**config.mk**
```make
export PLATFORM = sky130hd
export DESIGN_NAME = frost32_mem_arbiter
export DESIGN_NICKNAME = d
export VERILOG_FILES = /design/src/rtl/frost32_mem_arbiter.sv
export SDC_FILE = /design/constraint.sdc
export NUM_CORES = 1
export LEC_CHECK = 0
export CAP_MARGIN = 20
export CORE_MARGIN = 2
export CORE_UTILIZATION = 42
export DETAILED_ROUTE_END_ITERATION = 12
export PLACE_DENSITY = 0.86
export SYNTH_ARGS = -nofsm -noshare
export SYNTH_HDL_FRONTEND = slang
export SYNTH_SLANG_ARGS = --single-unit
```
**constraint.sdc**
```tcl
create_clock -name clk -period 7.4 [get_ports clk]
set_clock_uncertainty 0.2 [all_clocks]
set_input_delay 1.11 -clock clk [delete_from_list [all_inputs] [get_ports clk]]
set_output_delay 1.11 -clock clk [all_outputs]
set_load 0.05 [all_outputs]
```
**src/rtl/frost32_mem_arbiter.sv**
```systemverilog
// rtl/frost32_mem_arbiter.sv - two-requester (fetch/data) round-robin arbiter for a single memory port
// Checks alignment, issues a one-cycle memory strobe, waits out stalls with a timeout, then pulses done.
module frost32_mem_arbiter #(
    parameter int WIDTH__DATA    = 32,
    parameter int TIMEOUT_CYCLES = 256
) (
    input  logic                   clk,
    input  logic                   rst,

    input  logic                   in_req_0,
    input  logic [WIDTH__DATA-1:0] in_addr_0,
    input  logic [WIDTH__DATA-1:0] in_wdata_0,
    input  logic                   in_access_type_0,
    input  logic [1:0]             in_access_size_0,
    output logic                   out_done_0,
    output logic                   out_err_0,

    input  logic                   in_req_1,
    input  logic [WIDTH__DATA-1:0] in_addr_1,
    input  logic [WIDTH__DATA-1:0] in_wdata_1,
    input  logic                   in_access_type_1,
    input  logic [1:0]             in_access_size_1,
    output logic                   out_done_1,
    output logic                   out_err_1,

    output logic [WIDTH__DATA-1:0] out_rdata,

    output logic                   out_req_mem_access,
    output logic [WIDTH__DATA-1:0] out_addr,
    output logic [WIDTH__DATA-1:0] out_data,
    output logic                   out_access_type,
    output logic [1:0]             out_access_size,
    input  logic [WIDTH__DATA-1:0] in_mem_data,
    input  logic                   in_mem_stall
);

    localparam int CW = ($clog2(TIMEOUT_CYCLES) > 8) ? $clog2(TIMEOUT_CYCLES) : 8;
    localparam logic [CW-1:0] CNT_LAST = CW'(TIMEOUT_CYCLES - 1);

    localparam logic [1:0] SIZE_32  = 2'd0;
    localparam logic [1:0] SIZE_16  = 2'd1;
    localparam logic [1:0] SIZE_BAD = 2'd3;

    typedef enum logic [1:0] {
        ST_IDLE  = 2'd0,
        ST_ISSUE = 2'd1,
        ST_WAIT  = 2'd2,
        ST_DONE  = 2'd3
    } state_t;

    state_t                 r_state;
    logic                   r_last_grant;
    logic                   r_idx;
    logic [CW-1:0]          r_cnt;
    logic                   r_req_mem;
    logic                   r_done_0;
    logic                   r_done_1;
    logic                   r_err_0;
    logic                   r_err_1;
    logic [WIDTH__DATA-1:0] r_rdata;
    logic [WIDTH__DATA-1:0] r_addr;
    logic [WIDTH__DATA-1:0] r_data;
    logic                   r_type;
    logic [1:0]             r_size;

    logic                   w_any_req;
    logic                   w_grant;
    logic [WIDTH__DATA-1:0] w_addr;
    logic [WIDTH__DATA-1:0] w_wdata;
    logic                   w_type;
    logic [1:0]             w_size;
    logic                   w_bad;

    // On a tie the requester not served last wins; otherwise whoever is asking.
    assign w_any_req = in_req_0 | in_req_1;
    assign w_grant   = (in_req_0 & in_req_1) ? ~r_last_grant : in_req_1;
    assign w_addr    = w_grant ? in_addr_1        : in_addr_0;
    assign w_wdata   = w_grant ? in_wdata_1       : in_wdata_0;
    assign w_type    = w_grant ? in_access_type_1 : in_access_type_0;
    assign w_size    = w_grant ? in_access_size_1 : in_access_size_0;
    assign w_bad     = (w_size == SIZE_BAD)
                     | ((w_size == SIZE_32) && (w_addr[1:0] != 2'b00))
                     | ((w_size == SIZE_16) && w_addr[0]);

    always_ff @(posedge clk or posedge rst) begin
        if (rst) begin
            r_state      <= ST_IDLE;
            r_last_grant <= 1'b1;
            r_idx        <= 1'b0;
            r_cnt        <= '0;
            r_req_mem    <= 1'b0;
            r_done_0     <= 1'b0;
            r_done_1     <= 1'b0;
            r_err_0      <= 1'b0;
            r_err_1      <= 1'b0;
            r_rdata      <= '0;
            r_addr       <= '0;
            r_data       <= '0;
            r_type       <= 1'b0;
            r_size       <= 2'd0;
        end else begin
            r_req_mem <= 1'b0;
            r_done_0  <= 1'b0;
            r_done_1  <= 1'b0;
            r_err_0   <= 1'b0;
            r_err_1   <= 1'b0;
            case (r_state)
                ST_IDLE: begin
                    if (w_any_req) begin
                        r_idx  <= w_grant;
                        r_addr <= w_addr;
                        r_data <= w_wdata;
                        r_type <= w_type;
                        r_size <= w_size;
                        if (w_bad) begin
                            r_state  <= ST_DONE;
                            r_done_0 <= ~w_grant;
                            r_done_1 <= w_grant;
                            r_err_0  <= ~w_grant;
                            r_err_1  <= w_grant;
                        end else begin
                            r_state   <= ST_ISSUE;
                            r_req_mem <= 1'b1;
                        end
                    end
                end
                ST_ISSUE: begin
                    r_state <= ST_WAIT;
                    r_cnt   <= '0;
                end
                ST_WAIT: begin
                    if (!in_mem_stall) begin
                        if (!r_type) begin
                            r_rdata <= in_mem_data;
                        end
                        r_state  <= ST_DONE;
                        r_done_0 <= ~r_idx;
                        r_done_1 <= r_idx;
                    end else if (r_cnt == CNT_LAST) begin
                        r_state  <= ST_DONE;
                        r_done_0 <= ~r_idx;
                        r_done_1 <= r_idx;
                        r_err_0  <= ~r_idx;
                        r_err_1  <= r_idx;
                    end else begin
                        r_cnt <= r_cnt + 1'b1;
                    end
                end
                ST_DONE: begin
                    r_last_grant <= r_idx;
                    r_state      <= ST_IDLE;
                end
                default: begin
                    r_state <= ST_IDLE;
                end
            endcase
        end
    end

    assign out_done_0         = r_done_0;
    assign out_done_1         = r_done_1;
    assign out_err_0          = r_err_0;
    assign out_err_1          = r_err_1;
    assign out_rdata          = r_rdata;
    assign out_req_mem_access = r_req_mem;
    assign out_addr           = r_addr;
    assign out_data           = r_data;
    assign out_access_type    = r_type;
    assign out_access_size    = r_size;

endmodule
```
## After elaboration in Yosys (flattened, before gate mapping)

Cells that the tools add are included.

| storage, ports and cells | value |
|---|---|
| output and inout bits | 104 |
| register bits after elaboration | 116 |
| word-level logic and storage cells | 74 |
| memories | 0 |
| bits in latches | 0 |
| RAM bits | 0 |
| ROM bits | 0 |

| operators by class | value |
|---|---|
| add/sub/neg operators | 1 |
| multipliers | 0 |
| reduce and logical (&&, ||, !) cells | 10 |
| muxes and demuxes | 30 |
| order comparisons | 0 |
| equal/unequal tests | 10 |
| shift-type cells | 0 |
| bitwise logic cells | 9 |
| divide/modulo/power cells | 0 |

Operator list:

| cell | count |
|---|---|
| two-way mux 32 bit | 2 |
| two-way mux 8 bit | 2 |
| case mux 8 bit (2 select lines) | 1 |
| two-way mux 1 bit | 15 |
| two-way mux 2 bit | 5 |
| adder 8 x 1 -> 8 bit, second input constant | 1 |
| == test 8 bit, second input constant | 1 |
| case mux 1 bit (2 select lines) | 4 |
| case mux 2 bit (4 select lines) | 1 |
| == test 2 bit, second input constant | 3 |
| != test 2 bit, second input constant | 3 |
| AND reduction 3 bit | 2 |
| NOT 1 bit | 5 |
| == test 2 x 1 -> 1 bit, second input constant | 2 |
| zero test 2 bit | 2 |
| AND reduction 2 bit | 2 |
| nonzero test 2 bit | 2 |
| != test 3 bit, second input constant | 1 |
| OR 1 bit | 3 |
| logical AND 1 bit | 2 |
| AND 1 bit | 1 |

## Logic depth before layout (Yosys ltp)

Gate-level depths: netlist of the first run.

| depth | value |
|---|---|
| word-level depth | 10 |
| mapped depth | 7 |
| depth with buffers taken out | 6 |

## Worst setup path before layout of the first run

Ideal clock, no wire load.

| timing | value |
|---|---|
| path kind | input -> register |
| from | input in_req_1 |
| to | register r_addr[10], in the netlist out_addr[10] |
| stages on the path | 7 |
| setup slack | 5.023 ns |
| library setup time | 0.127 ns |
| arrival | 2.050 ns |
| data required time | 7.073 ns |
| path buffers | 3 |
| cell sequence | a21boi_1 buf_6 and2_4 buf_6 buf_6 a222oi_1 inv_1 |

| between the ends | value |
|---|---|
| word-level cells in the longest chain between the ends | 3 |
| elaborated cells between the ends (all ways) | 5 |
| those cells by class | mux: 2; bitwise: 2; reduce/logical: 1 |

RTL lines:

| what | RTL line | text |
|---|---|---|
| start, declared | 18 | `input logic in_req_1,` |
| AND 1 bit | 76 | `assign w_grant = (in_req_0 & in_req_1) ? ~r_last_grant : in_req_1;` |
| two-way mux 1 bit | 76 |  |
| two-way mux 32 bit | 77 | `assign w_addr = w_grant ? in_addr_1 : in_addr_0;` |
| end signal, assigned | 111 | `r_addr <= w_addr;` |
| end, declared | 61 | `logic [WIDTH__DATA-1:0] r_addr;` |

Parallel ways exist; a longest one is shown, timed or not.
A chain may end at the register's enable or synchronous reset.

## Final worst setup path of the first run

Same ends and word-level chain as after synthesis.

==> impl_metrics.ini, run 1 <==
[clock_tree]
h-tree-depth = 4
cts_sinks = 116
ctsHoldBuffers = 0
root_buffer = clkbuf_16
path_clk_slew_ps = 50
clkLatencyLatePin_ps = 400
clock_path_buffers = 2
cts_buffers = 17
cts_setup_buffers = 0
cts-resized-gates = 0
cts_tree = done

[sta]
fin_hold_ws_ps = 294
max_freq_mhz = 283
hold_viol_final = 0
worst_pin_slew_ps = 921
slew_violations = 0
maxSlewHeadroom_pct = 38.5
rsz0062_at_grt = no
setup-violations-final = 0
min_period_ps = 3530
fin_tns_setup_ps = 0
finalCritPeriodShare_pct = 47.7

[synth]
ys_seq_elements = 116
synth_top_family_by_area = compound AO/OA/AOI/OAI gates
syn-cell-area_mm2 = 0.00502
async_flop_share_pct = 100
seq_area_frac_synth_pct = 57.9
synth_top_flop_cell = dfrtp_1
synth_fa_ha_area_share_pct = 1.25
synth_edf_count = 0
post_synth.cell_area_avg_um2 = 12.7
netlist_instances = 395
synth.mux.area_fraction_pct = 8.83
yosysWarningCount = 0
synth_compound_area_share_pct = 16.7
ys_types = 43
synth_nets = 571
synth_xor_area_share_pct = 0
synth-simple-area-share_pct = 4.71

[cells_and_area]
syn2layout_area_growth_pct = 65.6
post-route-util_pct = 72.1
num-nets-final = 842
post_layout_nonfiller_instances = 820
n_antenna_cell = 0
drive_gt1_share_pct = 10.9
mostFrequentLayoutCell = clkdlybuf4s50_1
final_cell_area_mm2 = 0.00831
fill_cells = 794
layout_common_cells = clkdlybuf4s50_1 (274), dfrtp_1 (115), inv_1 (69)

[critical_path]
crit_type = in2reg
worstPathArrival_ps = 3600
end_kind = flip-flop
start_kind = input pin
critPathRequiredTime_ps = 7470
reg2reg_slack_ps = 4810
reg2reg_depth = 7
worstPathMaxFanout = 38

[die]
ios = 275
dieArea_mm2 = 0.0128
rows = 39
die_w_um = 113
die_h_um = 113
start_util_pct = 43.6
core_mm2 = 0.0115

[placement]
numPortBuffers = 274
dp.cells = 790
gp_congestion = 0.840
dp_hpwl_mm = 11.6
dpl_cell_area_mm2 = 0.00772

[hold_path]
hold_path_class = reg2reg
holdPathStages = 2

[power_and_ir_drop]
p_leak_uw = 0.00371
p_per_area_mw_per_mm2 = 518
vdd_drop_max_uv = 324

[detailed_routing]
wl_mm = 15.9
drt_iter0_drc = 584
avgViaCountPerCell = 5.52
vias = 4525
drc = 1
ant_nets = 0
wire_per_inst_um = 19.4
dr.pass1.iters = 13

[status]
violations = DRC
outcome = complete, but fails checks

[flow_run]
cap_violations = 0

[global_route]
grtUsageMet3_pct = 5.09
grt_start_max_net_pins = 76
busiest_layer = met2
antenna_found_initial = 0
gr-usage-met1_pct = 28.9
use_met2_pct = 44.9
grt_pass1_vias = 4646
grt_usage_pct = 24.7
grt_pass1_wl_mm = 24.7
grt_overflow = 0
[state kept, by name (all words and copies together), names as in the netlist, 2 cells and up]
register,cells
r_cnt,8
out_addr,32
out_data,32
out_access_size,2
r_state,2
out_rdata,32
[Yosys cell counts (2+ instances only)]
| cell | count | area (um^2) |
|---|---|---|
| a222oi_1 | 63 | 631 |
| clkbuf_8 | 8 | 110 |
| nand2b_1 | 3 | 18.8 |
| clkbuf_1 | 2 | 7.51 |
| buf_4 | 6 | 45.0 |
| nor2_1 | 5 | 18.8 |
| and3_1 | 2 | 12.5 |
| dfrtp_1 | 115 | 2880 |
| nand4_1 | 2 | 12.5 |
| mux2i_1 | 6 | 60.1 |
| nor2b_1 | 2 | 12.5 |
| nand3_1 | 9 | 45.0 |
| a21oi_1 | 4 | 20.0 |
| mux2_2 | 34 | 383 |
| nand2_1 | 14 | 52.6 |
| buf_6 | 9 | 101 |
| ha_1 | 5 | 62.6 |
| o21ai_0 | 12 | 60.1 |
| inv_1 | 70 | 263 |
[metal layers]
metal / routed length [um] / vias up / share of wire (%)
met5: 0 / - / 0
met4: 329 / 0 / 2.1
li1: - / 2014 / -
met1: 5990 / 2232 / 38
met2: 8450 / 255 / 53
met3: 1150 / 24 / 7.2
[critical path, stage by stage]
cell and delay, ps:
clkdlybuf4s50_1 550, a21boi_1 780, nor2_4 300, buf_4 370
a222oi_1 380, inv_1 100
[cells by family (layout without fill, tap and decap cells)]
logic type | Yosys count | after routing
flops | 116 | 116
buf+inv | 96 | 378
simple gates | 45 | 45
compound gates | 93 | 93
mux | 40 | 40
fa+ha+maj | 5 | 5
[path summary, 6_finish.rpt]
| check | start | end |
|---|---|---|
| worst max register to register | r_state[1] | out_addr[10] |
| max in group asynchronous | rst | out_rdata[27] |
| worst max-delay path | in_req_1 | out_addr[10] |
| min in group asynchronous | rst | out_rdata[3] |
| worst min-delay path | out_addr[0] | out_addr[0] |
| worst min register to register | out_addr[0] | out_addr[0] |
[power breakdown]
| part | switching, uW | internal, uW |
|---|---|---|
| sequential | 177 | 938 |
| clock | 276 | 541 |
| combinational | 1510 | 861 |
| total | 1960 | 2340 |
[area by class of cell]
class                           count  area, um^2  area share [%]
Clock buffer                       20         457            5.50
Sequential cell                   116        2900            35.0
Clock inverter                     10         133            1.60
Tap cell                          143         179            2.15
Multi-Input combinational cell    183        1600            19.2
Timing Repair Buffer              278        2770            33.4
Inverter                           70         265            3.19
[per-stage QoR]
stage	total power, uW	setup slack, ps
final	4300	3870
after detailed placement	3490	3540
after floorplan	2710	3020
after global routing	4480	3750
after global placement	3420	3670
after CTS	4330	3930
No activity file was read; power rests on OpenSTA's default activity.
==> run 2, diff against run 1 <==
--- a/config.mk
+++ b/config.mk
@@ -7,9 +7,9 @@
 export LEC_CHECK = 0
 export CAP_MARGIN = 20
 export CORE_MARGIN = 2
-export CORE_UTILIZATION = 42
+export CORE_UTILIZATION = 39
 export DETAILED_ROUTE_END_ITERATION = 12
-export PLACE_DENSITY = 0.86
+export PLACE_DENSITY = 0.81
 export SYNTH_ARGS = -nofsm -noshare
 export SYNTH_HDL_FRONTEND = slang
 export SYNTH_SLANG_ARGS = --single-unit
==> constraint.sdc (replaced) <==
create_clock -name clk -period 3.5 [get_ports clk]
set_clock_uncertainty 0.2 [all_clocks]
set_input_delay 0.525 -clock clk [delete_from_list [all_inputs] [get_ports clk]]
set_output_delay 0.525 -clock clk [all_outputs]
set_load 0.05 [all_outputs]
==> impl_metrics.ini, run 2 (same netlist as run 1, synthesis figures left out) <==
[sta]
fin_hold_ws_ps = 281
max_freq_mhz = 383
hold_viol_final = 0
maxSlewHeadroom_pct = 43.8
slew_violations = 0
min_period_ps = 2610
fin_tns_setup_ps = 0
layout_setup_ws_ps = 890
rsz0062_at_grt = no
finalCritPeriodShare_pct = 74.6
worst_pin_slew_ps = 844
setup-violations-final = 0

[power_and_ir_drop]
intPower_uw = 4710
p_per_area_mw_per_mm2 = 1070
p_leak_uw = 0.00366
p_clk_share_pct = 16.6
seq_power_share_pct = 26.5
combPwrFrac_pct = 56.9
sw_frac_of_total_pct = 46.5
p_sw_uw = 4100
finalPower_uw = 8810
vdd_drop_max_uv = 597

[clock_tree]
root_buffer = clkbuf_16
cts-resized-gates = 0
h-tree-depth = 4
path_clk_slew_ps = 50
cts_setup_buffers = 0
clkLatencyLatePin_ps = 400
clock_path_buffers = 2
cts_sinks = 116
ctsHoldBuffers = 0
cts_buffers = 17
cts_tree = done

[die]
dieArea_mm2 = 0.0138
core_mm2 = 0.0126
die_w_um = 117
rows = 41
ios = 275
start_util_pct = 39.9
die_h_um = 117

[cells_and_area]
layout_common_cells = clkdlybuf4s50_1 (274), dfrtp_1 (115), inv_1 (69)
final_cell_area_mm2 = 0.00826
n_antenna_cell = 0
num-nets-final = 844
mostFrequentLayoutCell = clkdlybuf4s50_1
drive_gt1_share_pct = 10.5
syn2layout_area_growth_pct = 64.8

[global_route]
grt_start_max_net_pins = 76
grt_pass1_vias = 4685
grt_pass1_wl_mm = 25.0
antenna_found_initial = 0
grt_usage_pct = 23.4
grt_overflow = 0

[detailed_routing]
vias = 4484
ant_nets = 0
dr.pass1.iters = 6
wl_mm = 16.1
drc = 0
drt_iter0_drc = 422
avgViaCountPerCell = 5.27
wire_per_inst_um = 18.9

[critical_path]
reg2reg_slack_ps = 890
worst_path_max_delay_cell = nor2_4
critPathMaxStageDelay_ps = 570
worstPathArrival_ps = 2750
start_kind = flip-flop
end_kind = flip-flop
reg2reg_depth = 7
cp.depth = 7
worst_path_most_repeated_cell = inv_1
critPathRequiredTime_ps = 3640
path_buf_inv = 3
crit_family = buffers and inverters
path_cells = inv_1 -> ha_1 -> o21ai_4 -> nor2_4 -> buf_4 -> a222oi_1 -> inv_1
worstPathMaxFanout = 36
crit_type = reg2reg

[status]
outcome = finished clean

[flow_run]
cap_violations = 0

[hold_path]
holdPathStages = 2
hold_path_class = reg2reg

[placement]
dpl_cell_area_mm2 = 0.00777
dp_hpwl_mm = 11.9
gp_congestion = 0.844
numPortBuffers = 274
dp_slack_ps = 642
[run 2: final cells by class]
type,count,area [um^2]
Clock buffer,24,462
Clock inverter,6,32.5
Fill cell,985,4300
Inverter,70,267
Multi-Input combinational cell,183,1600
Sequential cell,116,2900
Tap cell,172,215
Timing Repair Buffer,280,2790
[run 2: stage by stage]
stage / cells / util (%)
floorplan: 395 / -
global placement: 821 / 61.8
detailed placement: 821 / 61.8
CTS: 851 / 65.8
global route: 851 / 65.8
finish: 851 / 65.8
[run 2: worst paths after layout]
kind | end | start
worst max register to register | out_addr[4] | r_state[1]
min in group asynchronous | out_rdata[0] | rst
worst min register to register | out_addr[1] | out_addr[1]
worst min-delay path | out_addr[1] | out_addr[1]
max in group asynchronous | out_addr[25] | rst
worst max-delay path | out_addr[4] | r_state[1]
[run 2: power groups by stage]
stage | registers, uW | logic (uW) | clock network, uW
finish | 2330 | 5020 | 1460
global route | 2410 | 5240 | 1550
CTS | 2340 | 5050 | 1490
detailed placement | 2350 | 5040 | 0
global placement | 2310 | 4940 | 0
floorplan | 4360 | 1360 | 0
[run 2: routing by layer]
metal | vias to the layer above | global-route usage, % | share of wire [%]
li1 | 2020 | - | -
met3 | 42 | 7.15 | 7.0
met4 | 0 | 11.2 | 3.3
met2 | 190 | 41.5 | 52
met5 | - | 0 | 0
met1 | 2232 | 25.3 | 37
[run 2: tightest hold or removal path, delay by kind of cell (launching register included)]
| family | cells | cell delay [ps] |
|---|---|---|
| and+or+nand+nor | 1 | 40 |
| DFF | 1 | 340 |
| AOI/OAI and AO/OA | 1 | 60 |
==> run 3, diff against run 2 <==
==> constraint.sdc (replaced) <==
create_clock -name clk -period 2.49 [get_ports clk]
set_clock_uncertainty 0.2 [all_clocks]
set_input_delay 0.3735 -clock clk [delete_from_list [all_inputs] [get_ports clk]]
set_output_delay 0.3735 -clock clk [all_outputs]
set_load 0.05 [all_outputs]
==> impl_metrics.ini, run 3 (same netlist as run 1, synthesis figures left out) <==
[placement]
numPortBuffers = 274
gp_congestion = 0.823
dp.cells = 826
dp_slack_ps = 110
dp_hpwl_mm = 12.0

[clock_tree]
clock_path_buffers = 2
h-tree-depth = 4
cts-resized-gates = 0
path_clk_slew_ps = 50
cts_tree = done
cts_sinks = 116
root_buffer = clkbuf_16
cts_buffers = 17
clkLatencyLatePin_ps = 410
cts_setup_buffers = 0
ctsHoldBuffers = 0

[critical_path]
start_kind = flip-flop
critPathRequiredTime_ps = 1920
crit_type = reg2out
worstPathMaxFanout = 3
path_cells = clkdlybuf4s50_1
critPathLaunch = out_access_type
path_buf_inv = 1
worstPathArrival_ps = 1710
crit_family = buffers and inverters
reg2reg_from = r_state[1]
end_kind = primary output
critPathMaxStageDelay_ps = 870
worst_path_max_delay_cell = clkdlybuf4s50_1

[sta]
max_freq_mhz = 438
maxSlewHeadroom_pct = 55.6
fin_tns_setup_ps = 0
slew_violations = 0
setup-violations-final = 0
rsz0062_at_grt = no
min_period_ps = 2280
hold_viol_final = 0
layout_setup_ws_ps = 207
finalCritPeriodShare_pct = 91.7
worst_pin_slew_ps = 666

[cells_and_area]
post_layout_nonfiller_instances = 857
drive_gt1_share_pct = 11.4
num-nets-final = 849
n_antenna_cell = 0
mostFrequentLayoutCell = clkdlybuf4s50_1
layout_common_cells = clkdlybuf4s50_1 (274), dfrtp_1 (115), inv_1 (69)
regArea_mm2 = 0.00290
syn2layout_area_growth_pct = 66.6
fill_cells = 960
multi_input_area_mm2 = 0.00160

[detailed_routing]
wire_per_inst_um = 19.1
drt_iter0_drc = 649
ant_nets = 0
drc = 0
wl_mm = 16.3
dr.pass1.iters = 7
avgViaCountPerCell = 5.31
vias = 4547

[global_route]
grt_overflow = 0
grt_pass1_vias = 4573
antenna_found_initial = 0
grt_usage_pct = 24.2
grt_pass1_wl_mm = 25.8
grt_start_max_net_pins = 117

[die]
die_w_um = 117
ios = 275
start_util_pct = 39.9
rows = 41
dieArea_mm2 = 0.0138
die_h_um = 117
core_mm2 = 0.0126

[status]
outcome = finished clean

[power_and_ir_drop]
vdd_drop_max_uv = 916
p_leak_uw = 0.00372
p_per_area_mw_per_mm2 = 1500

[flow_run]
cap_violations = 0

[hold_path]
hold_path_class = in2async
run 3: worst paths after layout:
check | endpoint | slack (ps) | cells past startpoint
setup / recovery | out_access_type | 210 | 1
hold / removal | out_rdata[22] | 280 | 3
setup reg to reg | out_data[29] | 270 | 6
hold reg to reg | out_addr[1] | 290 | 2
max in group asynchronous | out_addr[14] | 1260 | 3
min in group clk | out_addr[1] | 290 | 2
run 3: per-layer routing:
metal / wire [um] / up-vias / GRT usage [%]
li1: - / 2028 / -
met1: 6150 / 2244 / 27.1
met2: 8450 / 242 / 42.3
met3: 1330 / 33 / 8.07
met4: 422 / 0 / 9.86
met5: 0 / - / 0
run 3: layout make-up:
class / instances / area share [%]
clock inverters: 5 / 0.299
inverters: 70 / 3.19
multi-input cells: 183 / 19.1
clock buffers: 26 / 5.97
repair buffers: 285 / 34.1
flip-flops and latches: 116 / 34.8
well taps: 172 / 2.58
run 3: where the power goes:
part / internal [uW] / leakage, uW / switching [uW]
combinational: 2610 / 0.00203 / 4530
sequential: 2790 / 0.00143 / 511
clock: 1360 / 0.000264 / 779
total: 6760 / 0.00372 / 5820
run 3: per-stage QoR:
stage / utilization (%) / hold slack (ps) / power [uW] / area [um^2]
after floorplan: - / 286 / 8040 / 5020
after global placement: 62.3 / 276 / 10300 / 7830
after detailed placement: 62.3 / 288 / 10500 / 7830
after CTS: 66.5 / 304 / 12600 / 8360
after global routing: 66.5 / 311 / 13200 / 8360
final: 66.5 / 276 / 12600 / 8360
